File: src/rtl/sa_or_reduce_acc_pkg.sv
// Shared constants, counter helpers and the frame summary record for the OR-reduce accumulator.
package sa_or_reduce_pkg;

  localparam int W_DEF     = 8;
  localparam int CNT_W_DEF = 8;

  function automatic logic [31:0] cnt_max(input int unsigned cnt_w);
    return (32'd1 << cnt_w) - 32'd1;
  endfunction

  localparam logic [31:0] CNT_MAX = cnt_max(CNT_W_DEF);

  function automatic logic [31:0] sat_inc(input logic [31:0] v, input logic [31:0] max);
    return (v >= max) ? max : v + 32'd1;
  endfunction

  // Summary record at the default widths; the top builds its own at its parameter widths.
  typedef struct packed {
    logic [W_DEF-1:0]     pd;
    logic [CNT_W_DEF-1:0] cnt;
  } frame_sum_t;

endpackage

File: src/rtl/sa_or_reduce_acc_if.sv
// Beat input and frame-summary output handshakes of the OR-reduce accumulator.
interface sa_or_reduce_acc_if #(
  parameter int NCH   = 4,
  parameter int W     = 8,
  parameter int CNT_W = 8
);
  logic               in_pvld;
  logic               in_prdy;
  logic [NCH*W-1:0]   in_pd;
  logic               in_last;
  logic               out_pvld;
  logic               out_prdy;
  logic [W-1:0]       out_pd;
  logic [CNT_W-1:0]   out_cnt;
  logic               out_any;

  modport master (
    output in_pvld, in_pd, in_last, out_prdy,
    input  in_prdy, out_pvld, out_pd, out_cnt, out_any
  );

  modport slave (
    input  in_pvld, in_pd, in_last, out_prdy,
    output in_prdy, out_pvld, out_pd, out_cnt, out_any
  );
endinterface

File: src/rtl/sa_or_reduce_acc_or_tree.sv
// Combinational NCH x W -> W OR reducer built as a balanced tree of 2-input ORs.
module sa_or_tree #(
  parameter int NCH = 4,
  parameter int W   = 8
) (
  input  logic [NCH*W-1:0] in_pd_i,
  output logic [W-1:0]     red_o
);
  logic [W-1:0] lvl [NCH];

  // Pairwise fold with doubling stride keeps the depth at ceil(log2(NCH)).
  always_comb begin
    for (int i = 0; i < NCH; i++) lvl[i] = in_pd_i[i*W +: W];
    for (int step = 1; step < NCH; step = step * 2) begin
      for (int i = 0; i + step < NCH; i = i + 2 * step) lvl[i] = lvl[i] | lvl[i+step];
    end
    red_o = lvl[0];
  end
endmodule

File: src/rtl/sa_or_reduce_acc.sv
// Frame-level OR accumulator with saturating beat count and a one-entry summary slot.
// Define SA_OR_REDUCE_PIPE_EN to register the channel reduction ahead of the accumulator.
module sa_or_reduce_acc
  import sa_or_reduce_pkg::*;
#(
  parameter int NCH   = 4,
  parameter int W     = 8,
  parameter int CNT_W = 8
) (
  input  logic              nvdla_core_clk,
  input  logic              nvdla_core_rstn,
  sa_or_reduce_acc_if.slave bus
);
  localparam logic [31:0] CMAX = cnt_max(CNT_W);

  typedef struct packed {
    logic [W-1:0]     pd;
    logic [CNT_W-1:0] cnt;
  } sum_t;

  logic [W-1:0]     red;
  logic [W-1:0]     acc_q, acc_d, merged;
  logic [CNT_W-1:0] cnt_q, cnt_d, cnt_inc;
  sum_t             sum_q, sum_d;
  logic             pvld_q, pvld_d;
  logic             out_adv, in_fire, acc_en, acc_last;
  logic [W-1:0]     acc_red;

  sa_or_tree #(.NCH(NCH), .W(W)) u_tree (
    .in_pd_i (bus.in_pd),
    .red_o   (red)
  );

  assign out_adv = ~pvld_q | bus.out_prdy;
  assign in_fire = bus.in_pvld & bus.in_prdy;

`ifdef SA_OR_REDUCE_PIPE_EN
  logic         stg_vld_q, stg_last_q;
  logic [W-1:0] stg_red_q;

  assign bus.in_prdy = ~stg_vld_q | out_adv;
  assign acc_en      = stg_vld_q & out_adv;
  assign acc_red     = stg_red_q;
  assign acc_last    = stg_last_q;

  always_ff @(posedge nvdla_core_clk or negedge nvdla_core_rstn) begin
    if (!nvdla_core_rstn) begin
      stg_vld_q  <= 1'b0;
      stg_red_q  <= '0;
      stg_last_q <= 1'b0;
    end else if (in_fire) begin
      stg_vld_q  <= 1'b1;
      stg_red_q  <= red;
      stg_last_q <= bus.in_last;
    end else if (out_adv) begin
      stg_vld_q  <= 1'b0;
    end
  end
`else
  assign bus.in_prdy = out_adv;
  assign acc_en      = in_fire;
  assign acc_red     = red;
  assign acc_last    = bus.in_last;
`endif

  // A closing beat may land in the same cycle the old summary drains, so no bubble.
  always_comb begin
    merged  = acc_q | acc_red;
    cnt_inc = CNT_W'(sat_inc(32'(cnt_q), CMAX));
    acc_d   = acc_q;
    cnt_d   = cnt_q;
    sum_d   = sum_q;
    pvld_d  = pvld_q & ~bus.out_prdy;
    if (acc_en) begin
      if (acc_last) begin
        sum_d.pd  = merged;
        sum_d.cnt = cnt_inc;
        pvld_d    = 1'b1;
        acc_d     = '0;
        cnt_d     = '0;
      end else begin
        acc_d = merged;
        cnt_d = cnt_inc;
      end
    end
  end

  always_ff @(posedge nvdla_core_clk or negedge nvdla_core_rstn) begin
    if (!nvdla_core_rstn) begin
      acc_q  <= '0;
      cnt_q  <= '0;
      sum_q  <= '0;
      pvld_q <= 1'b0;
    end else begin
      acc_q  <= acc_d;
      cnt_q  <= cnt_d;
      sum_q  <= sum_d;
      pvld_q <= pvld_d;
    end
  end

  assign bus.out_pvld = pvld_q;
  assign bus.out_pd   = sum_q.pd;
  assign bus.out_cnt  = sum_q.cnt;
  assign bus.out_any  = |sum_q.pd;
endmodule

File: src/flat_wrapper.sv
// flat-port wrapper written by rule: the top's interface ports become plain ports
module sa_or_reduce_acc_flat import sa_or_reduce_pkg::*;
#(
  parameter int NCH   = 4,
  parameter int W     = 8,
  parameter int CNT_W = 8
)
  (nvdla_core_clk, nvdla_core_rstn, bus_in_pvld, bus_in_pd, bus_in_last, bus_out_prdy, bus_in_prdy, bus_out_pvld, bus_out_pd, bus_out_cnt, bus_out_any);
  sa_or_reduce_acc_if #(.NCH(NCH), .W(W), .CNT_W(CNT_W)) bus_i ();
  input  logic nvdla_core_clk;
  input  logic nvdla_core_rstn;
  input wire logic [$bits(bus_i.in_pvld)-1:0] bus_in_pvld;
  input wire logic [$bits(bus_i.in_pd)-1:0] bus_in_pd;
  input wire logic [$bits(bus_i.in_last)-1:0] bus_in_last;
  input wire logic [$bits(bus_i.out_prdy)-1:0] bus_out_prdy;
  output wire logic [$bits(bus_i.in_prdy)-1:0] bus_in_prdy;
  output wire logic [$bits(bus_i.out_pvld)-1:0] bus_out_pvld;
  output wire logic [$bits(bus_i.out_pd)-1:0] bus_out_pd;
  output wire logic [$bits(bus_i.out_cnt)-1:0] bus_out_cnt;
  output wire logic [$bits(bus_i.out_any)-1:0] bus_out_any;
  assign bus_i.in_pvld = bus_in_pvld;
  assign bus_i.in_pd = bus_in_pd;
  assign bus_i.in_last = bus_in_last;
  assign bus_i.out_prdy = bus_out_prdy;
  assign bus_in_prdy = bus_i.in_prdy;
  assign bus_out_pvld = bus_i.out_pvld;
  assign bus_out_pd = bus_i.out_pd;
  assign bus_out_cnt = bus_i.out_cnt;
  assign bus_out_any = bus_i.out_any;
  sa_or_reduce_acc #(.NCH(NCH), .W(W), .CNT_W(CNT_W)) u_core (.nvdla_core_clk(nvdla_core_clk), .nvdla_core_rstn(nvdla_core_rstn), .bus(bus_i));
endmodule
File: config.mk
export PLATFORM = sky130hd
export DESIGN_NAME = sa_or_reduce_acc_flat
export DESIGN_NICKNAME = d
export VERILOG_FILES = /design/src/rtl/sa_or_reduce_acc_pkg.sv /design/src/rtl/sa_or_reduce_acc_if.sv /design/src/rtl/sa_or_reduce_acc_or_tree.sv /design/src/rtl/sa_or_reduce_acc.sv /design/src/flat_wrapper.sv
export SDC_FILE = /design/constraint.sdc
export NUM_CORES = 1
export LEC_CHECK = 0
export ABC_AREA = 1
export CORE_UTILIZATION = 50
export CTS_BUF_LIST = sky130_fd_sc_hd__clkbuf_4 sky130_fd_sc_hd__clkbuf_8
export CTS_CLUSTER_SIZE = 40
export DETAILED_ROUTE_END_ITERATION = 7
export GPL_ROUTABILITY_DRIVEN = 0
export PLACE_DENSITY = 0.91
export SLEW_MARGIN = 20
export SYNTH_ARGS = -nofsm -noshare
export SYNTH_HDL_FRONTEND = slang
export SYNTH_HIERARCHICAL = 1
export SYNTH_SLANG_ARGS = --single-unit
File: constraint.sdc
create_clock -name nvdla_core_clk -period 1.9 [get_ports nvdla_core_clk]
set_input_delay 0.285 -clock nvdla_core_clk [delete_from_list [all_inputs] [get_ports nvdla_core_clk]]
set_output_delay 0.285 -clock nvdla_core_clk [all_outputs]
set_load 0.005 [all_outputs]
==> reports/results.md <==
Outcome
- **run status** finished clean

Detailed routing
- **number of vias after detailed routing** 1472
- **starting DRC count in detailed routing** 24
- **DR DRC count** 0
- **total length of routed wires** 3550 um
- **wire length per cell after detailed routing** 11.6 um
- **antenna viol nets, final** 0
- **via density per instance** 4.81
- **number of iterations in the first detailed-routing pass** 4

Yosys
- **number of warning messages in the yosys log** 6
- **gate count after technology mapping** 200
- **total of flip-flops plus latches after synthesis** 33
- **Mapped Avg Cell Area** 8.21 um2
- **Post-Syn Nets** 238
- **post-synthesis instance area** 0.00164 mm2
- **post-synth cell types** 17
- **post-synthesis sequential area ratio** 50.3%

Die
- **Top-Level Pins** 56
- **die area** 0.00352 mm2
- **initial core utilization** 53.4%
- **die height** 59.3 um
- **std cell rows** 20
- **Die Wd** 59.3 um
- **placeable core region** 0.00308 mm2

Global route
- **largest net degree at the start of global routing** 35
- **GRT Residual Overflow** 0
- **global-route wire length before repair** 5660 um
- **antenna violations before repair** 0
- **vias in the first global route** 1344
- **overall track demand over capacity in global routing** 22.2%

Finish
- **share of cells above drive strength 1** 16.0%
- **most used cells in the layout excluding fill and tap cells** 73 x sky130_fd_sc_hd__nand2_1, 54 x sky130_fd_sc_hd__clkdlybuf4s50_1, 33 x sky130_fd_sc_hd__dfrtp_1
- **layout overhead on the synthesized area** 41.8%
- **post-route non-filler standard cell count** 306
- **most common cell after layout, fill and taps aside** sky130_fd_sc_hd__nand2_1
- **antenna cells** 0
- **core occupancy in the finished layout** 75.7%
- **Final nets** 299

Pwr
- **power density cells** 765 mW/mm2
- **clock group share of total power** 31.2%
- **Static Leakage** 1.07 nW
- **Internal Dissipation** 1.33 mW
- **net switching power** 0.451 mW
- **maximum vdd drop** 0.705 mV
- **combinational share of power** 21.2%
- **relative contribution of sequential cells to total power** 47.6%
- **switching fraction of total power** 25.3%

CTS
- **number of buffers created by CTS** 5
- **TritonCTS clock tree** done
- **Max clock buf depth** 2
- **number of clock sinks seen by CTS** 33
- **cell at the root of the clock tree** sky130_fd_sc_hd__clkbuf_4
- **hold_buf cts** 0
- **number of levels in the clock H-tree** 2
- **Worst-path clk slew** 100 ps
- **worst-skew pair later-pin latency** 330 ps

STA
- **pin slew with the least headroom to its limit** 409 ps
- **unrepaired setup endpoints after global routing** no
- **Max-Slew Margin vs Limit** 72.7%
- **min cycle time layout** 1670 ps
- **Worst Skew** 14.8 ps
- **Tcrit/Tclk final** 87.6%
- **accumulated negative setup slack** 0 ps
- **post-layout worst setup margin** 235 ps
- **maximum operating frequency** 0.601 GHz
- **Final Slew Violations** 0
- **final hold viol count** 0
- **Setup violations, final** 0

Critical path
- **CP Max Fanout** 3
- **critical path data arrival time** 1380 ps
- **Setup crit start kind** input port
- **CP max stage cell** sky130_fd_sc_hd__clkdlybuf4s50_1
- **most used cell along the critical path** sky130_fd_sc_hd__clkdlybuf4s50_1
- **critical path class** in -> out
- **Data required, critical path** 1620 ps
- **Critical Path, Cell by Cell** clkdlybuf4s50_1 -> inv_2 -> nand2_4 -> clkdlybuf4s50_1
- **longest individual stage delay on the worst path** 510 ps
- **family with the most delay on the worst path** buffers and inverters
- **count of buffer and inverter cells on the critical path** 3
- **endpoint kind of the worst setup timing path** output pin

Place
- **cell count after placement** 297
- **post-detailed-placement half-perimeter wirelength** 2560 um
- **number of buffer cells added on primary ports** 55
- **pre-CTS setup slack** 236 ps

Flow run
- **Max Cap Violations** 0

Min path
- **path class of the lowest-slack min-delay path** in -> async

power by group through the flow:
stage          clock, mW  sequential [mW]  combinational [mW]
3_3_place_gp           0            0.854               0.362
5_1_grt            0.602            0.858               0.418
6_report           0.555            0.848               0.379
4_1_cts            0.574            0.846               0.377
2_1_floorplan          0            0.852               0.165
3_5_place_dp           0            0.857               0.375
flip-flops by register name, summed over array words and instances (netlist names):
name,flops
u_core/bus.out_pvld,1
u_core/acc_q,8
u_core/bus.out_cnt,8
u_core/cnt_q,8
u_core/bus.out_pd,8
Yosys cell counts:
master	instances	area (um2)
sky130_fd_sc_hd__nand2_1	73	274
sky130_fd_sc_hd__dfrtp_1	33	826
sky130_fd_sc_hd__nor2_1	31	116
sky130_fd_sc_hd__o21ai_2	13	114
sky130_fd_sc_hd__inv_1	9	33.8
sky130_fd_sc_hd__nand3_1	8	40.0
sky130_fd_sc_hd__nor2_2	8	50.1
sky130_fd_sc_hd__o21ai_0	7	35.0
sky130_fd_sc_hd__buf_6	4	45.0
sky130_fd_sc_hd__o21ai_1	3	15.0
sky130_fd_sc_hd__inv_2	2	7.51
sky130_fd_sc_hd__nand2_2	2	12.5
sky130_fd_sc_hd__nand2_4	2	22.5
sky130_fd_sc_hd__nor4_1	2	12.5
sky130_fd_sc_hd__ha_1	1	12.5
sky130_fd_sc_hd__inv_4	1	6.26
sky130_fd_sc_hd__nand2_8	1	20.0
timing repair:
item / 4_1_cts / 5_1_grt
gates resized for setup: 1 / 2
buffers inserted: 0 / 1
gates cloned: 0 / 0
setup endpoints to repair: 1 / 1
hold endpoints to repair: 0 / 0
pin swaps: 0 / 1
cell type report:
class	instances	area, um2
clock buffers	7	58.8
clock inverters	1	30.0
fillers	236	748
inverters	12	47.5
multi-input cells	151	737
flip-flops and latches	33	826
well taps	44	55.1
repair buffers	58	576
routing by layer:
| metal | vias to the layer above | wire length, um | global-route usage, % |
|---|---|---|---|
| li1 | 750 | - | - |
| met1 | 672 | 1560 | 24.9 |
| met2 | 44 | 1700 | 40.4 |
| met3 | 6 | 247 | 6.11 |
| met4 | 0 | 40 | 7.14 |
| met5 | - | 0 | 0 |
final timing paths:
kind                                       startpoint  slack [ps]  depth (start not counted)                     to
worst max-delay path                     bus_out_prdy         230                          4            bus_in_prdy
worst min-delay path                  nvdla_core_rstn         350                          2        u_core/acc_q[4]
worst max register to register        u_core/cnt_q[0]         600                          7        u_core/cnt_q[3]
worst min register to register  u_core/bus.out_cnt[2]         490                          2  u_core/bus.out_cnt[2]
max in group asynchronous             nvdla_core_rstn        1250                          2  u_core/bus.out_cnt[1]
min in group nvdla_core_clk     u_core/bus.out_cnt[2]         490                          2  u_core/bus.out_cnt[2]
cell families (layout without fill, tap and decap cells):
logic type,after synthesis,count (layout),share of synthesized area (%)
buffers and inverters,16,78,5.64
AO/OA/AOI/OAI,23,23,9.98
flip-flops,33,33,50.3
AND/OR/NAND/NOR,127,127,33.4
adder cells (fa/ha/maj),1,1,0.761
through the flow:
step	instance area (um2)	power, mW	hold WS, ps
3_5_place_dp	2220	1.23	467
4_1_cts	2310	1.80	345
6_report	2330	1.78	348
2_1_floorplan	1640	1.02	-10.6
3_3_place_gp	2220	1.22	463
5_1_grt	2330	1.88	350
worst register-to-register path: stages, from the launching register on:
cell	delay [ps]
sky130_fd_sc_hd__dfrtp_1	430
sky130_fd_sc_hd__ha_1	240
sky130_fd_sc_hd__nand2_2	100
sky130_fd_sc_hd__nor2_2	50
sky130_fd_sc_hd__nand2_2	140
sky130_fd_sc_hd__nand3_1	120
sky130_fd_sc_hd__nand2_1	70
sky130_fd_sc_hd__o21ai_0	70
No activity file was read; power rests on OpenSTA's default activity.
